--- src/rtl/ub_stream_sched_pkg.sv ---
// Shared types and constants for the stream scheduler and its iterators.
package ub_ctrl_pkg;

    localparam int unsigned CTRL_W   = 16;
    localparam int unsigned NUM_DIMS = 3;

    typedef enum logic [1:0] {
        ST_IDLE,
        ST_RUN,
        ST_DRAIN,
        ST_DONE
    } sched_state_t;

    typedef logic [NUM_DIMS-1:0][CTRL_W-1:0] ctrl_vars_t;

endpackage

--- src/rtl/ub_stream_sched_if.sv ---
// Control and buffer-port bundle of the stream scheduler.
interface ub_stream_sched_if;
    import ub_ctrl_pkg::*;

    logic       flush;
    logic       start;
    logic       stall;
    logic       busy;
    logic       done;
    logic       wr_wen;
    ctrl_vars_t wr_ctrl_vars;
    logic       rd_ren;
    ctrl_vars_t rd_ctrl_vars;

    // master: the scheduler itself; slave: the controller/buffer side.
    modport master (
        input  flush, start, stall,
        output busy, done, wr_wen, wr_ctrl_vars, rd_ren, rd_ctrl_vars
    );

    modport slave (
        output flush, start, stall,
        input  busy, done, wr_wen, wr_ctrl_vars, rd_ren, rd_ctrl_vars
    );

endinterface

--- src/rtl/ub_stream_sched_iter.sv ---
// One loop-nest iterator: [1] fastest, then [2], then [0], each wrapping with carry.
module ub_affine_iter
    import ub_ctrl_pkg::*;
#(
    parameter int unsigned EXT0 = 1,
    parameter int unsigned EXT1 = 64,
    parameter int unsigned EXT2 = 64
) (
    input  logic       clk,
    input  logic       rst,
    input  logic       en,
    input  logic       clr,
    output ctrl_vars_t ctrl_vars,
    output logic       last
);

    localparam logic [CTRL_W-1:0] MAX0 = CTRL_W'(EXT0 - 1);
    localparam logic [CTRL_W-1:0] MAX1 = CTRL_W'(EXT1 - 1);
    localparam logic [CTRL_W-1:0] MAX2 = CTRL_W'(EXT2 - 1);

    logic wrap0;
    logic wrap1;
    logic wrap2;

    assign wrap0 = (ctrl_vars[0] == MAX0);
    assign wrap1 = (ctrl_vars[1] == MAX1);
    assign wrap2 = (ctrl_vars[2] == MAX2);
    assign last  = wrap0 & wrap1 & wrap2;

    always_ff @(posedge clk or posedge rst) begin
        if (rst) begin
            ctrl_vars <= '0;
        end else if (clr) begin
            ctrl_vars <= '0;
        end else if (en) begin
            ctrl_vars[1] <= wrap1 ? '0 : ctrl_vars[1] + CTRL_W'(1);
            if (wrap1) begin
                ctrl_vars[2] <= wrap2 ? '0 : ctrl_vars[2] + CTRL_W'(1);
                if (wrap2) begin
                    ctrl_vars[0] <= wrap0 ? '0 : ctrl_vars[0] + CTRL_W'(1);
                end
            end
        end
    end

endmodule

--- src/rtl/ub_stream_sched.sv ---
// Write/read stream scheduler: one pass over a 3-deep loop nest, reads trailing writes by RD_DELAY.
module ub_stream_sched
    import ub_ctrl_pkg::*;
#(
    parameter int unsigned EXT0     = 1,
    parameter int unsigned EXT1     = 64,
    parameter int unsigned EXT2     = 64,
    parameter int unsigned RD_DELAY = 1
) (
    input logic              clk,
    input logic              rst,
    ub_stream_sched_if.master bus
);

    localparam int unsigned N     = EXT0 * EXT1 * EXT2;
    localparam int unsigned CNT_W = $clog2(N + 1);
    localparam logic [CNT_W-1:0] N_C   = CNT_W'(N);
    localparam logic [CNT_W-1:0] DLY_C = CNT_W'(RD_DELAY);

    if (RD_DELAY < 1 || RD_DELAY > N) begin : g_bad_rd_delay
        $error("ub_stream_sched: RD_DELAY must lie in 1..EXT0*EXT1*EXT2");
    end

    sched_state_t     state;
    logic             busy_q;
    logic             done_q;
    logic [CNT_W-1:0] wr_cnt;
    logic [CNT_W-1:0] rd_cnt;
    logic [CNT_W-1:0] gap;
    logic             wr_en;
    logic             rd_en;
    logic             wr_last;
    logic             rd_last;
    ctrl_vars_t       wr_vars;
    ctrl_vars_t       rd_vars;

    always_comb begin
        gap   = wr_cnt - rd_cnt;
        wr_en = (state == ST_RUN) & ~bus.stall & (wr_cnt < N_C);
        rd_en = ((state == ST_RUN) | (state == ST_DRAIN)) & ~bus.stall & (rd_cnt < N_C)
              & ((gap >= DLY_C) | (wr_cnt == N_C));
    end

    always_ff @(posedge clk or posedge rst) begin
        if (rst) begin
            state  <= ST_IDLE;
            busy_q <= 1'b0;
            done_q <= 1'b0;
            wr_cnt <= '0;
            rd_cnt <= '0;
        end else if (bus.flush) begin
            state  <= ST_IDLE;
            busy_q <= 1'b0;
            done_q <= 1'b0;
            wr_cnt <= '0;
            rd_cnt <= '0;
        end else begin
            done_q <= 1'b0;
            if (wr_en) wr_cnt <= wr_cnt + CNT_W'(1);
            if (rd_en) rd_cnt <= rd_cnt + CNT_W'(1);
            unique case (state)
                ST_IDLE: begin
                    if (bus.start) begin
                        state  <= ST_RUN;
                        busy_q <= 1'b1;
                    end
                end
                // The last point of an iterator coincides with its count reaching N-1.
                ST_RUN: begin
                    if (wr_en && wr_last) state <= ST_DRAIN;
                end
                ST_DRAIN: begin
                    if (rd_en && rd_last) begin
                        state  <= ST_DONE;
                        busy_q <= 1'b0;
                        done_q <= 1'b1;
                    end
                end
                ST_DONE: begin
                    state  <= ST_IDLE;
                    wr_cnt <= '0;
                    rd_cnt <= '0;
                end
            endcase
        end
    end

    ub_affine_iter #(.EXT0(EXT0), .EXT1(EXT1), .EXT2(EXT2)) u_wr_iter (
        .clk       (clk),
        .rst       (rst),
        .en        (wr_en),
        .clr       (bus.flush),
        .ctrl_vars (wr_vars),
        .last      (wr_last)
    );

    ub_affine_iter #(.EXT0(EXT0), .EXT1(EXT1), .EXT2(EXT2)) u_rd_iter (
        .clk       (clk),
        .rst       (rst),
        .en        (rd_en),
        .clr       (bus.flush),
        .ctrl_vars (rd_vars),
        .last      (rd_last)
    );

    assign bus.busy         = busy_q;
    assign bus.done         = done_q;
    assign bus.wr_wen       = wr_en;
    assign bus.rd_ren       = rd_en;
    assign bus.wr_ctrl_vars = wr_vars;
    assign bus.rd_ctrl_vars = rd_vars;

endmodule

--- src/flat_wrapper.sv ---
// flat-port wrapper written by rule: the top's interface ports become plain ports
module ub_stream_sched_flat import ub_ctrl_pkg::*;
#(
    parameter int unsigned EXT0     = 1,
    parameter int unsigned EXT1     = 64,
    parameter int unsigned EXT2     = 64,
    parameter int unsigned RD_DELAY = 1
)
  (clk, rst, bus_flush, bus_start, bus_stall, bus_busy, bus_done, bus_wr_wen, bus_wr_ctrl_vars, bus_rd_ren, bus_rd_ctrl_vars);
  ub_stream_sched_if bus_i ();
  input logic clk;
  input logic rst;
  input wire logic [$bits(bus_i.flush)-1:0] bus_flush;
  input wire logic [$bits(bus_i.start)-1:0] bus_start;
  input wire logic [$bits(bus_i.stall)-1:0] bus_stall;
  output wire logic [$bits(bus_i.busy)-1:0] bus_busy;
  output wire logic [$bits(bus_i.done)-1:0] bus_done;
  output wire logic [$bits(bus_i.wr_wen)-1:0] bus_wr_wen;
  output wire logic [$bits(bus_i.wr_ctrl_vars)-1:0] bus_wr_ctrl_vars;
  output wire logic [$bits(bus_i.rd_ren)-1:0] bus_rd_ren;
  output wire logic [$bits(bus_i.rd_ctrl_vars)-1:0] bus_rd_ctrl_vars;
  assign bus_i.flush = bus_flush;
  assign bus_i.start = bus_start;
  assign bus_i.stall = bus_stall;
  assign bus_busy = bus_i.busy;
  assign bus_done = bus_i.done;
  assign bus_wr_wen = bus_i.wr_wen;
  assign bus_wr_ctrl_vars = bus_i.wr_ctrl_vars;
  assign bus_rd_ren = bus_i.rd_ren;
  assign bus_rd_ctrl_vars = bus_i.rd_ctrl_vars;
  ub_stream_sched #(.EXT0(EXT0), .EXT1(EXT1), .EXT2(EXT2), .RD_DELAY(RD_DELAY)) u_core (.clk(clk), .rst(rst), .bus(bus_i));
endmodule
--- config.mk ---
export PLATFORM = sky130hd
export DESIGN_NAME = ub_stream_sched_flat
export DESIGN_NICKNAME = d
export VERILOG_FILES = /design/src/rtl/ub_stream_sched_pkg.sv /design/src/rtl/ub_stream_sched_if.sv /design/src/rtl/ub_stream_sched_iter.sv /design/src/rtl/ub_stream_sched.sv /design/src/flat_wrapper.sv
export SDC_FILE = /design/constraint.sdc
export NUM_CORES = 1
export LEC_CHECK = 0
export BUFFER_PORTS_ARGS = -buffer_cell sky130_fd_sc_hd__buf_2
export CORE_ASPECT_RATIO = 1.4
export CORE_UTILIZATION = 53
export DETAILED_ROUTE_END_ITERATION = 12
export HOLD_SLACK_MARGIN = 0.12
export PLACE_DENSITY = 0.76
export SLEW_MARGIN = 20
export SYNTH_ARGS = -nofsm -noshare
export SYNTH_HDL_FRONTEND = slang
export SYNTH_SLANG_ARGS = --single-unit
--- constraint.sdc ---
create_clock -name clk -period 3.9 [get_ports clk]
set_input_delay 0.78 -clock clk [delete_from_list [all_inputs] [get_ports clk]]
set_output_delay 0.78 -clock clk [all_outputs]
set_load 0.01 [all_outputs]
==> run summary, run 1 <==
=========================================================================================
Number of violations of the max-capacitance limit                                       0
DRC violation count after routing                                                       0
Final setup fails                                                                       0
Area of the mapped netlist                                                      7750 um^2
GP Congestion                                                                       0.862
Power Internal                                                                    2730 uW
Required time of the critical path                                                3120 ps
Proportion of synthesized chip area in sequential cells                             40.7%
Synth top cells by count                                                     sky130_fd_sc_hd__dfrtp_1, sky130_fd_sc_hd__nor2_1, sky130_fd_sc_hd__nand2_1
Dominant cells by area after synthesis                                       sky130_fd_sc_hd__dfrtp_1, sky130_fd_sc_hd__o21ai_0, sky130_fd_sc_hd__nor2_1, sky130_fd_sc_hd__nand2_1, sky130_fd_sc_hd__ha_1
Placement Setup Slack                                                              228 ps
Most frequently used flop master after synthesis                             sky130_fd_sc_hd__dfrtp_1
PortBufs                                                                              104
CP peak stage delay                                                                530 ps
Total number of H-tree levels                                                           4
Final number of max-transition violations                                               0
Static leakage                                                                 0.00427 uW
Worst slew margin                                                                   51.4%
Minimum clock period                                                              3810 ps
Antenna Diode Count                                                                     0
Largest area contributor in the netlist                                      sky130_fd_sc_hd__dfrtp_1
Most frequently used cell type in the post-synthesis netlist                 sky130_fd_sc_hd__dfrtp_1
Sequential cell fraction of total power                                             33.6%
Layout cells sized above 1                                                          18.5%
Proportion of register bits with asynchronous set or reset after synthesis           100%
Setup_tns                                                                            0 ps
# hold bufs at CTS                                                                      0
Width of the chip                                                                  104 um
DRC marker count from the first detailed-route iteration                              359
First-pass GRT wire length                                                        34.1 mm
Area of placed instances                                                        8460 um^2
Most frequent cell on the critical path                                      sky130_fd_sc_hd__nand2_1
Std cell rows                                                                          51
Final-stage net count                                                                1050
Global routing usage summed across all routing layers                               27.6%
Fin worst setup slack                                                             93.5 ps
Switching fraction of total power                                                   33.3%
Final worst clock skew                                                            8.47 ps
Clock tree from TritonCTS                                                            done
Std-Cell Core Area                                                             14100 um^2
Number of synthesized flops with an enable pin                                          0
Number of inserted filler cells in the final layout                                  1230
Post-synthesis net count                                                              942
Number of hold violations in the final report                                           0
Maximum vdd ir drop                                                              0.454 mV
Post-synthesis sequential element count                                               126
Drt via density                                                                      6.04
List of cells traversed by the critical path                                 ha_1, fa_2, nand2_1, a2111oi_1, nand2_1, nor4_2, and4_4, nand2_4, nand2_8, inv_1, buf_2
Total CTS buffers                                                                      17
Max Root-Sink Buffers                                                                   2
Avg Synthesized Cell Area                                                       8.52 um^2
1st-pass router iterations                                                              5
Detailed-placement wirelength estimate                                            14.2 mm
Critical Path Source Type                                                            flop
Initial antenna violation count                                                         0
Number of I/O pins                                                                    105
Root Buffer Master                                                           sky130_fd_sc_hd__clkbuf_16
Average wire per cell in the routed design                                        16.7 um
Largest fanout of any net on the critical path                                         13
Part of the power in the clock network                                              38.5%
Switching pwr                                                                     1370 uW
Final WL                                                                          20.2 mm
Overall die area                                                               15100 um^2
Area delta synth->final                                                             18.1%
Syn Inst Count                                                                        909
Logic pwr share                                                                     27.8%
Final Instance Area                                                             9150 um^2
Largest net degree at the start of global routing                                      45
Critical path arrival                                                             3030 ps
Upper clock frequency limit                                                       263 MHz
Type of destination of the critical path                                      output port
Clock insertion delay at the later pin of the skew report                          430 ps
Pwr dens                                                                      448 nW/um^2
Setup slack on the worst flop-to-flop path                                         270 ps
Gr ovfl total                                                                           0
Crit path max-delay cell type                                                sky130_fd_sc_hd__fa_2
Count of clock tree sinks                                                             126
Worst Tran Pin Value                                                               729 ps
Share of the synthesized area in the top cell type                                  40.7%
Clock-pin slew of the registers on the worst-case setup and hold paths              60 ps
Unique cell type count in the Yosys netlist                                            75
Type of the setup path with the least slack                                       reg2out
Yosys warns                                                                             0
Final period util                                                                   97.6%
Count of vias placed by the detailed router                                          7339
Worst hold-check path type                                                       in2async
Number of nets with antenna violations after detailed routing                           0
Number of global-route vias before repair                                            7098
Starting utilization of the core area                                               54.9%
Height of the chip                                                                 145 um
Run status                                                                      completed
=========================================================================================
worst max-delay path, delay by kind of cell, from the launching register on:
family / cells / cell delay, ps
compound gates: 1 / 350
simple gates: 6 / 840
buf+inv: 2 / 190
flops: 1 / 440
fa+ha+maj: 2 / 780
power groups by stage:
stage | clock [uW] | sequential (uW) | combinational (uW)
final | 1580 | 1380 | 1140
after global routing | 1650 | 1390 | 1240
after CTS | 1600 | 1380 | 959
after detailed placement | 0 | 1400 | 920
after global placement | 0 | 1400 | 894
after floorplan | 0 | 1400 | 713
cells by family (layout without fill, tap and decap cells):
group | count (synthesis) | after routing | synth area share [%]
buffers and inverters | 78 | 199 | 4.20
adder cells (fa/ha/maj) | 28 | 28 | 4.62
XOR/XNOR | 32 | 32 | 3.72
multiplexers | 5 | 5 | 0.695
AO/OA/AOI/OAI | 224 | 224 | 18.4
flip-flops | 126 | 126 | 40.7
AND/OR/NAND/NOR | 416 | 416 | 27.7
state kept, by name, summed over array words and instances, names as in the netlist:
| signal | count |
|---|---|
| u_core.bus.busy | 1 |
| u_core.u_rd_iter.ctrl_vars | 48 |
| u_core.bus.done | 1 |
| u_core.u_wr_iter.ctrl_vars | 48 |
| u_core.rd_cnt | 13 |
| u_core.wr_cnt | 13 |
| u_core.state | 2 |
metrics by stage:
stage | total power, uW | hold slack, ps | cells | utilization [%]
after floorplan | 2120 | 510 | 909 | -
after global routing | 4270 | 334 | 1215 | 64.9
final | 4100 | 324 | 1215 | 64.9
after global placement | 2300 | 497 | 1178 | 60.0
after detailed placement | 2320 | 498 | 1178 | 60.0
after CTS | 3940 | 509 | 1210 | 64.3
cells in the final DEF, fill, tap and decap left out, drive strengths merged, types with 17 or more instances in the layout:
| cell type | n |
|---|---|
| ha | 27 |
| nor2 | 99 |
| nand2 | 95 |
| clkbuf | 17 |
| xor2 | 23 |
| o21ai | 86 |
| a21oi | 60 |
| nand3 | 46 |
| buf | 120 |
| or3 | 20 |
| nand4 | 20 |
| inv | 49 |
| o31ai | 27 |
| nor4 | 17 |
| and3 | 47 |
| dfrtp | 126 |
metal layers:
metal / share of wire (%) / global-route usage (%) / vias up
met5: 0 / 0 / -
li1: - / - / 3521
met3: 4.4 / 5.39 / 44
met4: 2.4 / 11.5 / 0
met2: 52 / 48.1 / 199
met1: 41 / 32.9 / 3575
worst paths after layout:
kind                                                 from                             end  cells after the start
max                                      u_core.rd_cnt[0]                      bus_rd_ren                     11
max in group asynchronous                             rst  u_core.u_rd_iter.ctrl_vars[42]                      3
min                                                   rst                u_core.wr_cnt[0]                      2
min reg2reg                u_core.u_wr_iter.ctrl_vars[47]  u_core.u_wr_iter.ctrl_vars[47]                      1
max reg2reg                              u_core.wr_cnt[2]  u_core.u_rd_iter.ctrl_vars[11]                     10
min in group clk           u_core.u_wr_iter.ctrl_vars[47]  u_core.u_wr_iter.ctrl_vars[47]                      1
cell type report:
type,instances,area [um^2],share of cell area [%]
Multi-Input combinational cell,705,4320,47.2
Inverter,47,180,1.97
Clock inverter,15,164,1.79
Clock buffer,17,425,4.65
Timing Repair Buffer,120,678,7.41
Sequential cell,126,3160,34.5
Tap cell,185,231,2.53
repair_timing:
action	4_1_cts	5_1_grt
setup buffers	0	4
pin swaps	0	5
gates resized for setup	2	8
endpoints found under the setup margin	1	2
Power figures use the tool's default switching activity.
==> inputs of run 2 (changes only) <==
Settings changed: PLACE_DENSITY 0.76 to unset, PLACE_DENSITY_LB_ADDON set to 0.3.
==> run summary, run 2 (synthesized netlist as in run 1, its figures left out) <==
=====================================================================================
Final worst clock skew                                                        7.52 ps
Overall die area                                                           15100 um^2
Fin worst setup slack                                                          167 ps
Largest net degree at the start of global routing                                  73
Number of violations of the max-capacitance limit                                   0
Root Buffer Master                                                       sky130_fd_sc_hd__clkbuf_16
Detailed-placement wirelength estimate                                        13.7 mm
Run status                                                                  completed
Count of clock tree sinks                                                         126
Largest registers                                                        u_core.u_rd_iter.ctrl_vars (48), u_core.u_wr_iter.ctrl_vars (48)
Sequential cell fraction of total power                                         35.2%
Type of destination of the critical path                                  output port
Switching fraction of total power                                               33.0%
Critical Path Source Type                                                        flop
PortBufs                                                                          104
Final number of max-transition violations                                           0
# hold bufs at CTS                                                                  0
Switching pwr                                                                 1290 uW
Setup_tns                                                                        0 ps
Area delta synth->final                                                         17.0%
Placement Setup Slack                                                          313 ps
Logic pwr share                                                                 27.2%
Total number of H-tree levels                                                       4
Height of the chip                                                             145 um
Minimum clock period                                                          3730 ps
Required time of the critical path                                            3120 ps
Clock tree from TritonCTS                                                        done
Type of the setup path with the least slack                                   reg2out
Std-Cell Core Area                                                         14100 um^2
Number of inserted filler cells in the final layout                              1244
Power Internal                                                                2630 uW
Largest fanout of any net on the critical path                                     13
Buffering stage count on the worst path with inverters included                     2
Worst hold-check path type                                                   in2async
Final-stage net count                                                            1048
Pwr dens                                                                  433 nW/um^2
Final setup fails                                                                   0
Drt via density                                                                  5.97
Part of the power in the clock network                                          37.5%
GP Congestion                                                                   0.904
Gr ovfl total                                                                       0
Initial antenna violation count                                                     0
Top Family by Delay on Critical Path                                     compound AO/OA/AOI/OAI gates
Crit path max-delay cell type                                            sky130_fd_sc_hd__dfrtp_1
Number of nets with antenna violations after detailed routing                       0
Std cell rows                                                                      51
Upper clock frequency limit                                                   268 MHz
Clock-pin slew of the registers on the worst-case setup and hold paths          60 ps
Leading cell type in the layout, fill and taps excluded                  sky130_fd_sc_hd__dfrtp_1
Top library cells by usage in the layout, fill and taps aside            sky130_fd_sc_hd__dfrtp_1, sky130_fd_sc_hd__buf_2, sky130_fd_sc_hd__nor2_1, sky130_fd_sc_hd__nand2_1, sky130_fd_sc_hd__o21ai_0
First-pass GRT wire length                                                    33.0 mm
Number of hold violations in the final report                                       0
Starting utilization of the core area                                           54.9%
Worst Tran Pin Value                                                           736 ps
Antenna Diode Count                                                                 0
Final WL                                                                      19.6 mm
Average wire per cell in the routed design                                    16.1 um
Setup repair after global routing missed its margin                             false
Clock insertion delay at the later pin of the skew report                      420 ps
Number of I/O pins                                                                105
DRC marker count from the first detailed-route iteration                          443
1st-pass router iterations                                                          5
Layout cells sized above 1                                                      18.0%
Static leakage                                                             0.00424 uW
Critical path arrival                                                         2950 ps
DRC violation count after routing                                                   0
Global routing usage summed across all routing layers                           26.6%
List of cells traversed by the critical path                             ha_1, nor2b_2, o31a_1, o21ai_0, mux2i_1, a2111oi_4, nand2_4, nand2_8, inv_1, buf_2
Worst slew margin                                                               50.7%
Total CTS buffers                                                                  17
CP peak stage delay                                                            450 ps
Number of global-route vias before repair                                        7012
Max Root-Sink Buffers                                                               2
Count of vias placed by the detailed router                                      7236
Width of the chip                                                              104 um
Final period util                                                               95.7%
Maximum vdd ir drop                                                          0.476 mV
=====================================================================================
## run 2: changes by cell type in the layout (fill, tap and decap cells not counted), sizes merged
cell      previous run  this run
buf                120       118
bufinv               2         1
clkbuf              17        20
clkinv               8         7
clkinvlp             3         4
inv                 49        46
## run 2: area by class of cell
type / instances / area [um^2] / share of cell area [%]
clock inverters: 11 / 95.1 / 1.05
well taps: 185 / 231 / 2.55
flip-flops and latches: 126 / 3150 / 34.8
inverters: 47 / 180 / 1.99
repair buffers: 118 / 638 / 7.04
multi-input cells: 705 / 4310 / 47.6
clock buffers: 20 / 447 / 4.93
## run 2: metrics by stage
step | hold WS [ps] | cell area (um^2) | cells | util (%) | total power (uW)
4_1_cts | 372 | 9010 | 1210 | 63.9 | 3850
6_report | 374 | 9060 | 1212 | 64.2 | 3920
3_3_place_gp | 507 | 8460 | 1179 | 60.0 | 2330
3_5_place_dp | 504 | 8460 | 1179 | 60.0 | 2340
2_1_floorplan | 510 | 7750 | 909 | - | 2120
5_1_grt | 404 | 9060 | 1212 | 64.2 | 4100
## run 2: routing by layer
metal / track usage [%] / routed length, um
met5: 0 / 0
met4: 12.2 / 396
met3: 4.94 / 951
met2: 45.2 / 9990
met1: 32.6 / 8230
## run 2: final timing paths
path | startpoint | end | slack [ps] | depth (start not counted)
worst min-delay path | rst | u_core.u_wr_iter.ctrl_vars[39] | 370 | 2
worst max-delay path | u_core.wr_cnt[2] | bus_rd_ren | 170 | 10
min in group clk | u_core.u_wr_iter.ctrl_vars[47] | u_core.u_wr_iter.ctrl_vars[47] | 520 | 1
worst max register to register | u_core.wr_cnt[2] | u_core.rd_cnt[12] | 410 | 10
max in group asynchronous | rst | u_core.rd_cnt[9] | 2720 | 3
worst min register to register | u_core.u_wr_iter.ctrl_vars[47] | u_core.u_wr_iter.ctrl_vars[47] | 520 | 1
## run 2: repair_timing
item,CTS,global route
gates resized for setup,2,7
pin swaps,0,2
setup endpoints to repair,1,1
setup buffers,0,2
## run 2: power by group through the flow
stage	registers, uW	logic, uW	clock network, uW
floorplan	1400	713	0
global placement	1400	923	0
detailed placement	1400	934	0
CTS	1380	972	1490
global route	1390	1160	1550
finish	1380	1070	1470
